## src/rtl/sa_read_channel_pkg.sv

```systemverilog
// Shared helpers for the slave-side read channel: index-width derivation and
// modulo increment used by the round-robin pointer.
package sa_read_channel_pkg;

   function automatic int idx_w(input int n);
      return (n > 1) ? $clog2(n) : 1;
   endfunction

   function automatic int wrap_inc(input int v, input int m);
      return (v + 1 >= m) ? 0 : v + 1;
   endfunction

endpackage

```

## src/rtl/sa_read_channel_if.sv

```systemverilog
// Bundle of dispatcher-side and slave-side AR/R signals for one slave port.
// The block itself uses the slave modport; the surrounding fabric uses master.
interface sa_read_channel_if #(
   parameter int MST_AMT           = 2,
   parameter int DATA_WIDTH        = 32,
   parameter int ADDR_WIDTH        = 32,
   parameter int TRANS_MST_ID_W    = 5,
   parameter int TRANS_BURST_W     = 2,
   parameter int TRANS_DATA_LEN_W  = 3,
   parameter int TRANS_DATA_SIZE_W = 3
) ();
   logic [MST_AMT*TRANS_MST_ID_W-1:0]    dsp_ARID_i;
   logic [MST_AMT*ADDR_WIDTH-1:0]        dsp_ARADDR_i;
   logic [MST_AMT*TRANS_BURST_W-1:0]     dsp_ARBURST_i;
   logic [MST_AMT*TRANS_DATA_LEN_W-1:0]  dsp_ARLEN_i;
   logic [MST_AMT*TRANS_DATA_SIZE_W-1:0] dsp_ARSIZE_i;
   logic [MST_AMT-1:0]                   dsp_ARVALID_i;
   logic [MST_AMT-1:0]                   dsp_ARREADY_o;
   logic [TRANS_MST_ID_W-1:0]            dsp_RID_o;
   logic [DATA_WIDTH-1:0]                dsp_RDATA_o;
   logic                                 dsp_RLAST_o;
   logic [MST_AMT-1:0]                   dsp_RVALID_o;
   logic [MST_AMT-1:0]                   dsp_RREADY_i;

   logic [TRANS_MST_ID_W-1:0]            s_ARID_o;
   logic [ADDR_WIDTH-1:0]                s_ARADDR_o;
   logic [TRANS_BURST_W-1:0]             s_ARBURST_o;
   logic [TRANS_DATA_LEN_W-1:0]          s_ARLEN_o;
   logic [TRANS_DATA_SIZE_W-1:0]         s_ARSIZE_o;
   logic                                 s_ARVALID_o;
   logic                                 s_ARREADY_i;
   logic [TRANS_MST_ID_W-1:0]            s_RID_i;
   logic [DATA_WIDTH-1:0]                s_RDATA_i;
   logic                                 s_RLAST_i;
   logic                                 s_RVALID_i;
   logic                                 s_RREADY_o;

   modport slave (
      input  dsp_ARID_i, dsp_ARADDR_i, dsp_ARBURST_i, dsp_ARLEN_i, dsp_ARSIZE_i,
             dsp_ARVALID_i, dsp_RREADY_i, s_ARREADY_i, s_RID_i, s_RDATA_i,
             s_RLAST_i, s_RVALID_i,
      output dsp_ARREADY_o, dsp_RID_o, dsp_RDATA_o, dsp_RLAST_o, dsp_RVALID_o,
             s_ARID_o, s_ARADDR_o, s_ARBURST_o, s_ARLEN_o, s_ARSIZE_o,
             s_ARVALID_o, s_RREADY_o
   );

   modport master (
      output dsp_ARID_i, dsp_ARADDR_i, dsp_ARBURST_i, dsp_ARLEN_i, dsp_ARSIZE_i,
             dsp_ARVALID_i, dsp_RREADY_i, s_ARREADY_i, s_RID_i, s_RDATA_i,
             s_RLAST_i, s_RVALID_i,
      input  dsp_ARREADY_o, dsp_RID_o, dsp_RDATA_o, dsp_RLAST_o, dsp_RVALID_o,
             s_ARID_o, s_ARADDR_o, s_ARBURST_o, s_ARLEN_o, s_ARSIZE_o,
             s_ARVALID_o, s_RREADY_o
   );
endinterface

```

## src/rtl/sa_order_fifo.sv

```systemverilog
// In-order tracking FIFO of granted master indices; head selects where the
// current R burst is steered.
module sa_order_fifo #(
   parameter int DEPTH = 8,
   parameter int W     = 1,
   parameter int CNT_W = $clog2(DEPTH + 1)
) (
   input  logic             clk_i,
   input  logic             rst_ni,
   input  logic             push_i,
   input  logic [W-1:0]     din_i,
   input  logic             pop_i,
   output logic [W-1:0]     head_o,
   output logic [CNT_W-1:0] count_o,
   output logic             full_o,
   output logic             empty_o
);
   localparam int PTR_W = (DEPTH > 1) ? $clog2(DEPTH) : 1;

   logic [W-1:0]     mem_q [DEPTH];
   logic [PTR_W-1:0] wr_q, wr_d, rd_q, rd_d;
   logic [CNT_W-1:0] cnt_q, cnt_d;
   logic             do_push, do_pop;

   // Depth need not be a power of two, so wrap explicitly.
   function automatic logic [PTR_W-1:0] inc(input logic [PTR_W-1:0] p);
      return (p == PTR_W'(DEPTH - 1)) ? '0 : p + 1'b1;
   endfunction

   assign full_o  = (cnt_q == CNT_W'(DEPTH));
   assign empty_o = (cnt_q == '0);
   assign count_o = cnt_q;
   assign head_o  = mem_q[rd_q];
   assign do_push = push_i & ~full_o;
   assign do_pop  = pop_i & ~empty_o;

   always_comb begin
      wr_d  = do_push ? inc(wr_q) : wr_q;
      rd_d  = do_pop  ? inc(rd_q) : rd_q;
      cnt_d = cnt_q;
      case ({do_push, do_pop})
         2'b10:   cnt_d = cnt_q + 1'b1;
         2'b01:   cnt_d = cnt_q - 1'b1;
         default: cnt_d = cnt_q;
      endcase
   end

   always_ff @(posedge clk_i or negedge rst_ni) begin
      if (!rst_ni) begin
         wr_q  <= '0;
         rd_q  <= '0;
         cnt_q <= '0;
         for (int i = 0; i < DEPTH; i++) mem_q[i] <= '0;
      end else begin
         wr_q  <= wr_d;
         rd_q  <= rd_d;
         cnt_q <= cnt_d;
         if (do_push) mem_q[wr_q] <= din_i;
      end
   end
endmodule

```

## src/rtl/sa_read_channel.sv

```systemverilog
// Slave-port read arbiter: round-robin AR grant into a one-entry output
// register, in-order tracking of grants, and R steering to the head master.
module sa_read_channel
   import sa_read_channel_pkg::*;
#(
   parameter int MST_AMT           = 2,
   parameter int OUTSTANDING_AMT   = 8,
   parameter int DATA_WIDTH        = 32,
   parameter int ADDR_WIDTH        = 32,
   parameter int TRANS_MST_ID_W    = 5,
   parameter int TRANS_BURST_W     = 2,
   parameter int TRANS_DATA_LEN_W  = 3,
   parameter int TRANS_DATA_SIZE_W = 3,
   parameter int MST_ID_W          = idx_w(MST_AMT)
) (
   input  logic             ACLK_i,
   input  logic             ARESETn_i,
   sa_read_channel_if.slave bus
);
   localparam int CNT_W = $clog2(OUTSTANDING_AMT + 1);

   logic [MST_AMT-1:0][TRANS_MST_ID_W-1:0]    id_v;
   logic [MST_AMT-1:0][ADDR_WIDTH-1:0]        addr_v;
   logic [MST_AMT-1:0][TRANS_BURST_W-1:0]     burst_v;
   logic [MST_AMT-1:0][TRANS_DATA_LEN_W-1:0]  len_v;
   logic [MST_AMT-1:0][TRANS_DATA_SIZE_W-1:0] size_v;

   logic [MST_ID_W-1:0]          rr_q, rr_d, cand, gnt_idx, head;
   logic [CNT_W-1:0]             count;
   logic                         found, grant, load_ok, full, empty, rready, pop;
   logic                         arvalid_q, arvalid_d;
   logic [TRANS_MST_ID_W-1:0]    arid_q, arid_d;
   logic [ADDR_WIDTH-1:0]        araddr_q, araddr_d;
   logic [TRANS_BURST_W-1:0]     arburst_q, arburst_d;
   logic [TRANS_DATA_LEN_W-1:0]  arlen_q, arlen_d;
   logic [TRANS_DATA_SIZE_W-1:0] arsize_q, arsize_d;

   assign id_v    = bus.dsp_ARID_i;
   assign addr_v  = bus.dsp_ARADDR_i;
   assign burst_v = bus.dsp_ARBURST_i;
   assign len_v   = bus.dsp_ARLEN_i;
   assign size_v  = bus.dsp_ARSIZE_i;

   // First requester at or after the pointer wins.
   always_comb begin
      found   = 1'b0;
      cand    = '0;
      gnt_idx = '0;
      for (int i = 0; i < MST_AMT; i++) begin
         cand = MST_ID_W'((int'(rr_q) + i) % MST_AMT);
         if (!found && bus.dsp_ARVALID_i[cand]) begin
            found   = 1'b1;
            gnt_idx = cand;
         end
      end
   end

   assign load_ok           = ~arvalid_q | bus.s_ARREADY_i;
   assign grant             = load_ok & ~full & found;
   assign bus.dsp_ARREADY_o = grant ? (MST_AMT'(1) << gnt_idx) : '0;
   assign rr_d              = grant ? MST_ID_W'(wrap_inc(int'(gnt_idx), MST_AMT)) : rr_q;

   always_comb begin
      arvalid_d = arvalid_q;
      arid_d    = arid_q;
      araddr_d  = araddr_q;
      arburst_d = arburst_q;
      arlen_d   = arlen_q;
      arsize_d  = arsize_q;
      if (grant) begin
         arvalid_d = 1'b1;
         arid_d    = id_v[gnt_idx];
         araddr_d  = addr_v[gnt_idx];
         arburst_d = burst_v[gnt_idx];
         arlen_d   = len_v[gnt_idx];
         arsize_d  = size_v[gnt_idx];
      end else if (bus.s_ARREADY_i) begin
         arvalid_d = 1'b0;
      end
   end

   always_ff @(posedge ACLK_i or negedge ARESETn_i) begin
      if (!ARESETn_i) begin
         rr_q      <= '0;
         arvalid_q <= 1'b0;
         arid_q    <= '0;
         araddr_q  <= '0;
         arburst_q <= '0;
         arlen_q   <= '0;
         arsize_q  <= '0;
      end else begin
         rr_q      <= rr_d;
         arvalid_q <= arvalid_d;
         arid_q    <= arid_d;
         araddr_q  <= araddr_d;
         arburst_q <= arburst_d;
         arlen_q   <= arlen_d;
         arsize_q  <= arsize_d;
      end
   end

   assign bus.s_ARVALID_o = arvalid_q;
   assign bus.s_ARID_o    = arid_q;
   assign bus.s_ARADDR_o  = araddr_q;
   assign bus.s_ARBURST_o = arburst_q;
   assign bus.s_ARLEN_o   = arlen_q;
   assign bus.s_ARSIZE_o  = arsize_q;

   // With no outstanding grant the slave is held off rather than misrouted.
   assign rready           = bus.dsp_RREADY_i[head] & ~empty;
   assign pop              = bus.s_RVALID_i & rready & bus.s_RLAST_i;
   assign bus.s_RREADY_o   = rready;
   assign bus.dsp_RVALID_o = (bus.s_RVALID_i & ~empty) ? (MST_AMT'(1) << head) : '0;
   assign bus.dsp_RID_o    = bus.s_RID_i;
   assign bus.dsp_RDATA_o  = bus.s_RDATA_i;
   assign bus.dsp_RLAST_o  = bus.s_RLAST_i;

   sa_order_fifo #(.DEPTH(OUTSTANDING_AMT), .W(MST_ID_W), .CNT_W(CNT_W)) u_fifo (
      .clk_i  (ACLK_i),
      .rst_ni (ARESETn_i),
      .push_i (grant),
      .din_i  (gnt_idx),
      .pop_i  (pop),
      .head_o (head),
      .count_o(count),
      .full_o (full),
      .empty_o(empty)
   );

   a_full_tracks_count: assert property (@(posedge ACLK_i) disable iff (!ARESETn_i)
      full == (count == CNT_W'(OUTSTANDING_AMT)));
endmodule

```

## src/flat_wrapper.sv

```systemverilog
// flat-port wrapper written by rule: the top's interface ports become plain ports
module sa_read_channel_flat import sa_read_channel_pkg::*;
#(
   parameter int MST_AMT           = 2,
   parameter int OUTSTANDING_AMT   = 8,
   parameter int DATA_WIDTH        = 32,
   parameter int ADDR_WIDTH        = 32,
   parameter int TRANS_MST_ID_W    = 5,
   parameter int TRANS_BURST_W     = 2,
   parameter int TRANS_DATA_LEN_W  = 3,
   parameter int TRANS_DATA_SIZE_W = 3,
   parameter int MST_ID_W          = idx_w(MST_AMT)
)
  (ACLK_i, ARESETn_i, bus_dsp_ARID_i, bus_dsp_ARADDR_i, bus_dsp_ARBURST_i, bus_dsp_ARLEN_i, bus_dsp_ARSIZE_i, bus_dsp_ARVALID_i, bus_dsp_RREADY_i, bus_s_ARREADY_i, bus_s_RID_i, bus_s_RDATA_i, bus_s_RLAST_i, bus_s_RVALID_i, bus_dsp_ARREADY_o, bus_dsp_RID_o, bus_dsp_RDATA_o, bus_dsp_RLAST_o, bus_dsp_RVALID_o, bus_s_ARID_o, bus_s_ARADDR_o, bus_s_ARBURST_o, bus_s_ARLEN_o, bus_s_ARSIZE_o, bus_s_ARVALID_o, bus_s_RREADY_o);
  sa_read_channel_if #(.MST_AMT(MST_AMT), .DATA_WIDTH(DATA_WIDTH), .ADDR_WIDTH(ADDR_WIDTH), .TRANS_MST_ID_W(TRANS_MST_ID_W), .TRANS_BURST_W(TRANS_BURST_W), .TRANS_DATA_LEN_W(TRANS_DATA_LEN_W), .TRANS_DATA_SIZE_W(TRANS_DATA_SIZE_W)) bus_i ();
  input  logic ACLK_i;
  input  logic ARESETn_i;
  input wire logic [$bits(bus_i.dsp_ARID_i)-1:0] bus_dsp_ARID_i;
  input wire logic [$bits(bus_i.dsp_ARADDR_i)-1:0] bus_dsp_ARADDR_i;
  input wire logic [$bits(bus_i.dsp_ARBURST_i)-1:0] bus_dsp_ARBURST_i;
  input wire logic [$bits(bus_i.dsp_ARLEN_i)-1:0] bus_dsp_ARLEN_i;
  input wire logic [$bits(bus_i.dsp_ARSIZE_i)-1:0] bus_dsp_ARSIZE_i;
  input wire logic [$bits(bus_i.dsp_ARVALID_i)-1:0] bus_dsp_ARVALID_i;
  input wire logic [$bits(bus_i.dsp_RREADY_i)-1:0] bus_dsp_RREADY_i;
  input wire logic [$bits(bus_i.s_ARREADY_i)-1:0] bus_s_ARREADY_i;
  input wire logic [$bits(bus_i.s_RID_i)-1:0] bus_s_RID_i;
  input wire logic [$bits(bus_i.s_RDATA_i)-1:0] bus_s_RDATA_i;
  input wire logic [$bits(bus_i.s_RLAST_i)-1:0] bus_s_RLAST_i;
  input wire logic [$bits(bus_i.s_RVALID_i)-1:0] bus_s_RVALID_i;
  output wire logic [$bits(bus_i.dsp_ARREADY_o)-1:0] bus_dsp_ARREADY_o;
  output wire logic [$bits(bus_i.dsp_RID_o)-1:0] bus_dsp_RID_o;
  output wire logic [$bits(bus_i.dsp_RDATA_o)-1:0] bus_dsp_RDATA_o;
  output wire logic [$bits(bus_i.dsp_RLAST_o)-1:0] bus_dsp_RLAST_o;
  output wire logic [$bits(bus_i.dsp_RVALID_o)-1:0] bus_dsp_RVALID_o;
  output wire logic [$bits(bus_i.s_ARID_o)-1:0] bus_s_ARID_o;
  output wire logic [$bits(bus_i.s_ARADDR_o)-1:0] bus_s_ARADDR_o;
  output wire logic [$bits(bus_i.s_ARBURST_o)-1:0] bus_s_ARBURST_o;
  output wire logic [$bits(bus_i.s_ARLEN_o)-1:0] bus_s_ARLEN_o;
  output wire logic [$bits(bus_i.s_ARSIZE_o)-1:0] bus_s_ARSIZE_o;
  output wire logic [$bits(bus_i.s_ARVALID_o)-1:0] bus_s_ARVALID_o;
  output wire logic [$bits(bus_i.s_RREADY_o)-1:0] bus_s_RREADY_o;
  assign bus_i.dsp_ARID_i = bus_dsp_ARID_i;
  assign bus_i.dsp_ARADDR_i = bus_dsp_ARADDR_i;
  assign bus_i.dsp_ARBURST_i = bus_dsp_ARBURST_i;
  assign bus_i.dsp_ARLEN_i = bus_dsp_ARLEN_i;
  assign bus_i.dsp_ARSIZE_i = bus_dsp_ARSIZE_i;
  assign bus_i.dsp_ARVALID_i = bus_dsp_ARVALID_i;
  assign bus_i.dsp_RREADY_i = bus_dsp_RREADY_i;
  assign bus_i.s_ARREADY_i = bus_s_ARREADY_i;
  assign bus_i.s_RID_i = bus_s_RID_i;
  assign bus_i.s_RDATA_i = bus_s_RDATA_i;
  assign bus_i.s_RLAST_i = bus_s_RLAST_i;
  assign bus_i.s_RVALID_i = bus_s_RVALID_i;
  assign bus_dsp_ARREADY_o = bus_i.dsp_ARREADY_o;
  assign bus_dsp_RID_o = bus_i.dsp_RID_o;
  assign bus_dsp_RDATA_o = bus_i.dsp_RDATA_o;
  assign bus_dsp_RLAST_o = bus_i.dsp_RLAST_o;
  assign bus_dsp_RVALID_o = bus_i.dsp_RVALID_o;
  assign bus_s_ARID_o = bus_i.s_ARID_o;
  assign bus_s_ARADDR_o = bus_i.s_ARADDR_o;
  assign bus_s_ARBURST_o = bus_i.s_ARBURST_o;
  assign bus_s_ARLEN_o = bus_i.s_ARLEN_o;
  assign bus_s_ARSIZE_o = bus_i.s_ARSIZE_o;
  assign bus_s_ARVALID_o = bus_i.s_ARVALID_o;
  assign bus_s_RREADY_o = bus_i.s_RREADY_o;
  sa_read_channel #(.MST_AMT(MST_AMT), .OUTSTANDING_AMT(OUTSTANDING_AMT), .DATA_WIDTH(DATA_WIDTH), .ADDR_WIDTH(ADDR_WIDTH), .TRANS_MST_ID_W(TRANS_MST_ID_W), .TRANS_BURST_W(TRANS_BURST_W), .TRANS_DATA_LEN_W(TRANS_DATA_LEN_W), .TRANS_DATA_SIZE_W(TRANS_DATA_SIZE_W), .MST_ID_W(MST_ID_W)) u_core (.ACLK_i(ACLK_i), .ARESETn_i(ARESETn_i), .bus(bus_i));
endmodule
```

## config.mk

```make
export PLATFORM = sky130hd
export DESIGN_NAME = sa_read_channel_flat
export DESIGN_NICKNAME = d
export VERILOG_FILES = /design/src/rtl/sa_read_channel_pkg.sv /design/src/rtl/sa_read_channel_if.sv /design/src/rtl/sa_order_fifo.sv /design/src/rtl/sa_read_channel.sv /design/src/flat_wrapper.sv
export SDC_FILE = /design/constraint.sdc
export NUM_CORES = 1
export LEC_CHECK = 0
export ABC_AREA = 1
export CAP_MARGIN = 20
export CORE_AREA = 2 2 110 112
export CTS_CLUSTER_DIAMETER = 120
export DETAILED_ROUTE_END_ITERATION = 8
export DIE_AREA = 0 0 112 114
export GPL_TIMING_DRIVEN = 0
export HOLD_SLACK_MARGIN = 0.03
export PLACE_DENSITY = 0.74
export SLEW_MARGIN = 20
export SYNTH_ARGS = -nofsm -noshare
export SYNTH_HDL_FRONTEND = slang
export SYNTH_SLANG_ARGS = --single-unit
```

## constraint.sdc

```tcl
create_clock -name ACLK_i -period 2.4 [get_ports ACLK_i]
set_input_delay 0.24 -clock ACLK_i [delete_from_list [all_inputs] [get_ports ACLK_i]]
set_output_delay 0.24 -clock ACLK_i [all_outputs]
set_load 0.02 [all_outputs]
```

# [After elaboration in Yosys (flattened, before gate mapping)]
# Cells that the tools add are included.
# Widths: inputs -> output; s select.
[totals] ff_bits=65 output_inout_bits=89
[op_classes] muxes=34 bitwise_logic=14 shift=2 n_reduce_logical=6 n_eq_ne=5 n_addsub=6 n_lt_le_gt_ge=8
[ops] op="$mux 32" n=2
[ops] op="$mux 3" n=6
[ops] op="$mux 1" n=16
[ops] op="$mux 5" n=2
[ops] op="$and 1x1->1" n=8
[ops] op="$bwmux 8" n=1
[ops] op="$ge 4x4->1 const B" n=2
[ops] op="$lt 1x2->1 const B" n=4
[ops] op="$mux 2" n=4
[ops] op="$not 3->4" n=2
[ops] op="$pmux 4 s2" n=1
[ops] op="$add 3x1->3 const B" n=2
[ops] op="$eq 3x3->1 const B" n=2
[ops] op="$add 4x1->4 const B" n=1
[ops] op="$eq 4x4->1 const B" n=1
[ops] op="$logic_not 4->1" n=1
[ops] op="$lt 4x1->1 const B" n=1
[ops] op="$reduce_bool 2->1" n=2
[ops] op="$shl 1x1->2 const A" n=2
[ops] op="$sub 4x1->4 const B" n=1
[ops] op="$bmux 1 s3" n=1
[ops] op="$demux 1 s3" n=1
[ops] op="$not 1->1" n=3
[ops] op="$add 1x1->2 const B" n=1
[ops] op="7 further kinds" n=8

# [Longest topological paths before layout]
[depth] ltp_word=12 depth_mapped=15 ltp_nobuf=15

# [Hierarchy]
# Synthesis repeated with hierarchy kept, for this count alone.
[unflattened] cells_unflattened=542 hier_area_um2=3911.3
[by_module_without_submodules] mod="sa_read_channel" area_each_um2=2811.4 seq_area_each_um2=1176.1 cells_each=405 n_inst=1
[by_module_without_submodules] mod="sa_order_fifo" area_each_um2=1099.8 seq_area_each_um2=450.4 cells_each=137 n_inst=1

# [Worst setup path after synthesis]
# No wires, ideal clock.
[synth_path] path_type="register to register" from="reg u_core.u_fifo.rd_q[0]" to="reg u_core.u_fifo.cnt_q[3] (netlist: u_core.u_fifo.count_o[3])" n_path_buf=0 setup_slack_ns=0.086 path_stages_with_launch=16 t_arrival_ns=2.183 path_cell_list="dfrtp_1 > inv_1 > nand2_1 > nand3_1 > nand3_1 > nand2_1 > nand2_1 > nand3_1 > inv_1 > ha_1 > ha_1 > a21oi_1 > nand2_1 > a21oi_1 > o21ai_0 > xor2_1"
[synth_between] elab_chain_len=12
[synth_lines] item="start: declaration" line_no="sa_order_fifo.sv:21" rtl="logic [PTR_W-1:0] wr_q, wr_d, rd_q, rd_d;"
[synth_lines] item="start signal: assignment" line_no="sa_order_fifo.sv:56" rtl="rd_q <= rd_d;"
[synth_lines] item="$not 3->4 (not written as such) *" line_no="sa_order_fifo.sv:33" rtl="assign head_o = mem_q[rd_q];"
[synth_lines] item="$bmux 1 s3 *" line_no="sa_order_fifo.sv:33"
[synth_lines] item="$mux 1 (not written as such) * (2 in series)" line_no="sa_order_fifo.sv:33"
[synth_lines] item="$mux 1 (not written as such) * (2 in series)" line_no="sa_read_channel.sv:110" rtl="assign rready = bus.dsp_RREADY_i[head] & ~empty;"
[synth_lines] item="$and 1x1->1 *" line_no="sa_read_channel.sv:110"
[synth_lines] item="$and 1x1->1 * (2 in series)" line_no="sa_read_channel.sv:111" rtl="assign pop = bus.s_RVALID_i & rready & bus.s_RLAST_i;"
[synth_lines] item="$and 1x1->1 *" line_no="sa_order_fifo.sv:35" rtl="assign do_pop = pop_i & ~empty_o;"
[synth_lines] item="named net u_core.u_fifo.do_pop" line_no="sa_order_fifo.sv:23" rtl="logic do_push, do_pop;"
[synth_lines] item="$eq 2x1->1 or $eq 2x2->1 (tied branches)" line_no="sa_order_fifo.sv:41" rtl="case ({do_push, do_pop})"
[synth_lines] item="$pmux 4 s2 or $reduce_bool 2->1 (tied branches)"
[synth_lines] item="end signal: assignment" line_no="sa_order_fifo.sv:57" rtl="cnt_q <= cnt_d;"
[synth_lines] item="end: declaration" line_no="sa_order_fifo.sv:22" rtl="logic [CNT_W-1:0] cnt_q, cnt_d;"
# The timed path passes the listed nets; every way through them passes the cells marked *. The select of a mux whose other input is x is not followed.
# A chain may end at the register's enable or synchronous reset.

# [Worst setup path after layout]
# Same ends and word-level chain as after synthesis.

==> run metrics <==
status=finished clean; Yosys warning total=0; Worst slew margin=68.6%; fraction of layout cells with a size suffix above 1=12.6%; initial antenna violation count=0; Hold Vio Cnt, Final=0; die width=112 um; First-pass DRT Iterations=4; DRT iter0 DRCs=133; startpoint type of the worst setup path=register; Tmin final=2.26 ns; area of the multi-input gates=1320 sq um; clock power share=20.6%; top-count cell post-synth=nand2_1; synthesized instance count=429; Netlist Area Pre-Place=3400 sq um; P_leak=2.76 nW; Routed Antenna Nets=0; max_cap viols=0; die span in y=114 um; Cell Rows=40; clock buffer depth=2; vias per cell=4.44; Final Instance Area=5870 sq um; Synth top cells by count=nand2_1, dfrtp_1, nand3_1; syn avg cell area=7.92 sq um; via count=3,475; gp weighted congestion=0.775; Synth async-reset ratio=100%; CP max FO=8; skew final=0.00534 ns; Net Switching=2.60 mW; post-synth top area cell=dfrtp_1; CP endpoint kind=register; Top Ports=225; clock sinks=65; Setup violations, final=0; peak supply drop=0.000555 V; DRC violations left=0; Root Driver=clkbuf_16; largest net degree at the start of global routing=57; fmax=0.443 GHz; TritonCTS Buffers=9; diode count=0; Syn-to-layout area delta=72.8%; fillcell total=1,094; largest cells by area after synthesis=dfrtp_1, nand2_1, buf_4; number of synthesized flops with an enable pin=0; Worst Path Arrival=2.46 ns; Switching Fraction=38.7%; Starting Density=29.0%; final net count=776; CTS tree=yes; Core ar.=11,700 sq um; Int Pwr=4.12 mW; hold_ws=0.302 ns; Tcrit/Tclk final=94.1%; Crit Path Class=register to register; GRT Total Usage=15.5%; Synth Register Bits=65; utilization of the core after routing=50.1%; IO Port Bufs=187; Combinational Power Share=49.9%; hold crit path type=input pin to asynchronous set/reset pin; final wirelength=10.4 mm; CTS clk-pin slew, worst paths=0.05 ns; top_reg_cell synth=dfrtp_1; Yosys top cell area share=47.8%; die area=12,800 sq um; worst slew pin tran=0.472 ns; first-pass GRT wire length=15.9 mm; GRT overflow=0; Cell variety after synth=19; Skew-Pair Late Insertion Delay=0.32 ns; vias in the first global route=3,383; wire length per cell=13.3 um; Synthesized Nets=573; sequential cell area=1630 sq um; htree depth=3; register share of total power=29.5%; WP data required=2.60 ns; Pwr Density=1140 nW/um^2; post-synthesis sequential area ratio=47.8%; Slew Limit Fails=0; final HPWL from detailed placement=8.00 mm; DP Area=5480 sq um
-- final timing paths --
kind	cells past startpoint	endpoint	slack (ns)	startpoint
max	15	u_core.u_fifo.count_o[3]$_DFFE_PN0P_	0.14	u_core.u_fifo.rd_q[0]$_DFFE_PN0P_
min	2	u_core.u_fifo.rd_q[2]$_DFFE_PN0P_	0.30	ARESETn_i
max reg2reg	15	u_core.u_fifo.count_o[3]$_DFFE_PN0P_	0.14	u_core.u_fifo.rd_q[0]$_DFFE_PN0P_
min reg2reg	2	u_core.u_fifo.mem_q[5]$_DFFE_PN0P_	0.49	u_core.u_fifo.mem_q[5]$_DFFE_PN0P_
max in group asynchronous	3	u_core.bus.s_ARBURST_o[0]$_DFFE_PN0N_	1.59	ARESETn_i
min in group ACLK_i	3	u_core.bus.s_ARADDR_o[28]$_DFFE_PN0N_	0.47	bus_dsp_ARADDR_i[28]
-- cell families (layout without fill, tap and decap cells) --
family	Yosys count	count (layout)	share of synthesized area (%)
compound gates	21	21	3.53
fa+ha+maj	8	8	3.17
buf+inv	81	288	14.6
xor+xnor	3	3	0.773
simple gates	251	251	30.1
flops	65	65	47.8
-- timing repair --
action | in CTS | in global routing
endpoints found under the setup margin | 5 | 3
hold endpoints to repair | 11 | 0
buffers inserted | 3 | 0
gates resized for setup | 10 | 6
pin swaps | 1 | 2
hold buffers | 1 | 0
-- registers in the layout, indices dropped and copies added (netlist names) --
| name | flops |
|---|---|
| u_core.bus.s_ARADDR_o | 32 |
| u_core.bus.s_ARBURST_o | 2 |
| u_core.bus.s_ARID_o | 5 |
| u_core.bus.s_ARLEN_o | 3 |
| u_core.bus.s_ARSIZE_o | 3 |
| u_core.bus.s_ARVALID_o | 1 |
| u_core.rr_q | 1 |
| u_core.u_fifo.count_o | 4 |
| u_core.u_fifo.mem_q | 8 |
| u_core.u_fifo.rd_q | 3 |
| u_core.u_fifo.wr_q | 3 |
-- final cells by class --
type | count | area share, %
well taps | 147 | 3.13
clock inverters | 3 | 1.11
plain buffers | 52 | 6.63
repair buffers | 192 | 32.8
inverters | 29 | 1.85
clock buffers | 12 | 4.20
multi-input cells | 283 | 22.5
flip-flops and latches | 65 | 27.7
-- power by group through the flow --
stage	combinational, mW	clock [mW]	sequential, mW
6_report	3.35	1.38	1.98
5_1_grt	3.66	1.46	2.04
4_1_cts	3.36	1.41	1.98
3_5_place_dp	3.29	0	1.97
3_3_place_gp	3.20	0	1.94
2_1_floorplan	1.35	0	2.38
-- stage by stage --
| step | power [mW] | setup TNS (ns) | worst slack (ns) | instances |
|---|---|---|---|---|
| floorplan | 3.73 | 0 | 0.0863 | 429 |
| global placement | 5.14 | -75.49 | -1.15 | 763 |
| detailed placement | 5.26 | -1.30 | -0.435 | 764 |
| CTS | 6.75 | 0 | 0.00744 | 783 |
| global route | 7.16 | -0.0115 | -0.0115 | 783 |
| finish | 6.72 | 0 | 0.143 | 783 |
-- routing by layer --
metal	vias to the layer above	wire length, um	global-route usage (%)
met1	1605	4130	17.8
met2	151	5290	27.6
li1	1711	-	-
met4	0	108	5.04
met5	-	0	0
met3	8	870	5.10
-- cells in the final DEF, fill, tap and decap left out, drive strengths merged, types with 2 or more instances in the layout --
master	count
nand3	61
inv	29
dlygate4sd2	3
nand2	179
bufinv	2
ha	7
nor2	10
o21ai	14
xor2	2
clkbuf	14
dfrtp	65
buf	55
a21oi	6
clkdlybuf4s50	182
-- worst max-delay path: stages, from the launching register on --
cell     delay (ns)
dfrtp_2        0.46
inv_2          0.09
nand2_1        0.05
nand3_1        0.09
nand3_2        0.13
nand2_2        0.11
nand2_1        0.07
nand3_2        0.09
inv_1          0.08
ha_4           0.18
ha_4           0.25
a21oi_2        0.14
nand2_1        0.07
a21oi_1        0.11
o21ai_1        0.08
xor2_1         0.14
Power figures use the tool's default switching activity.
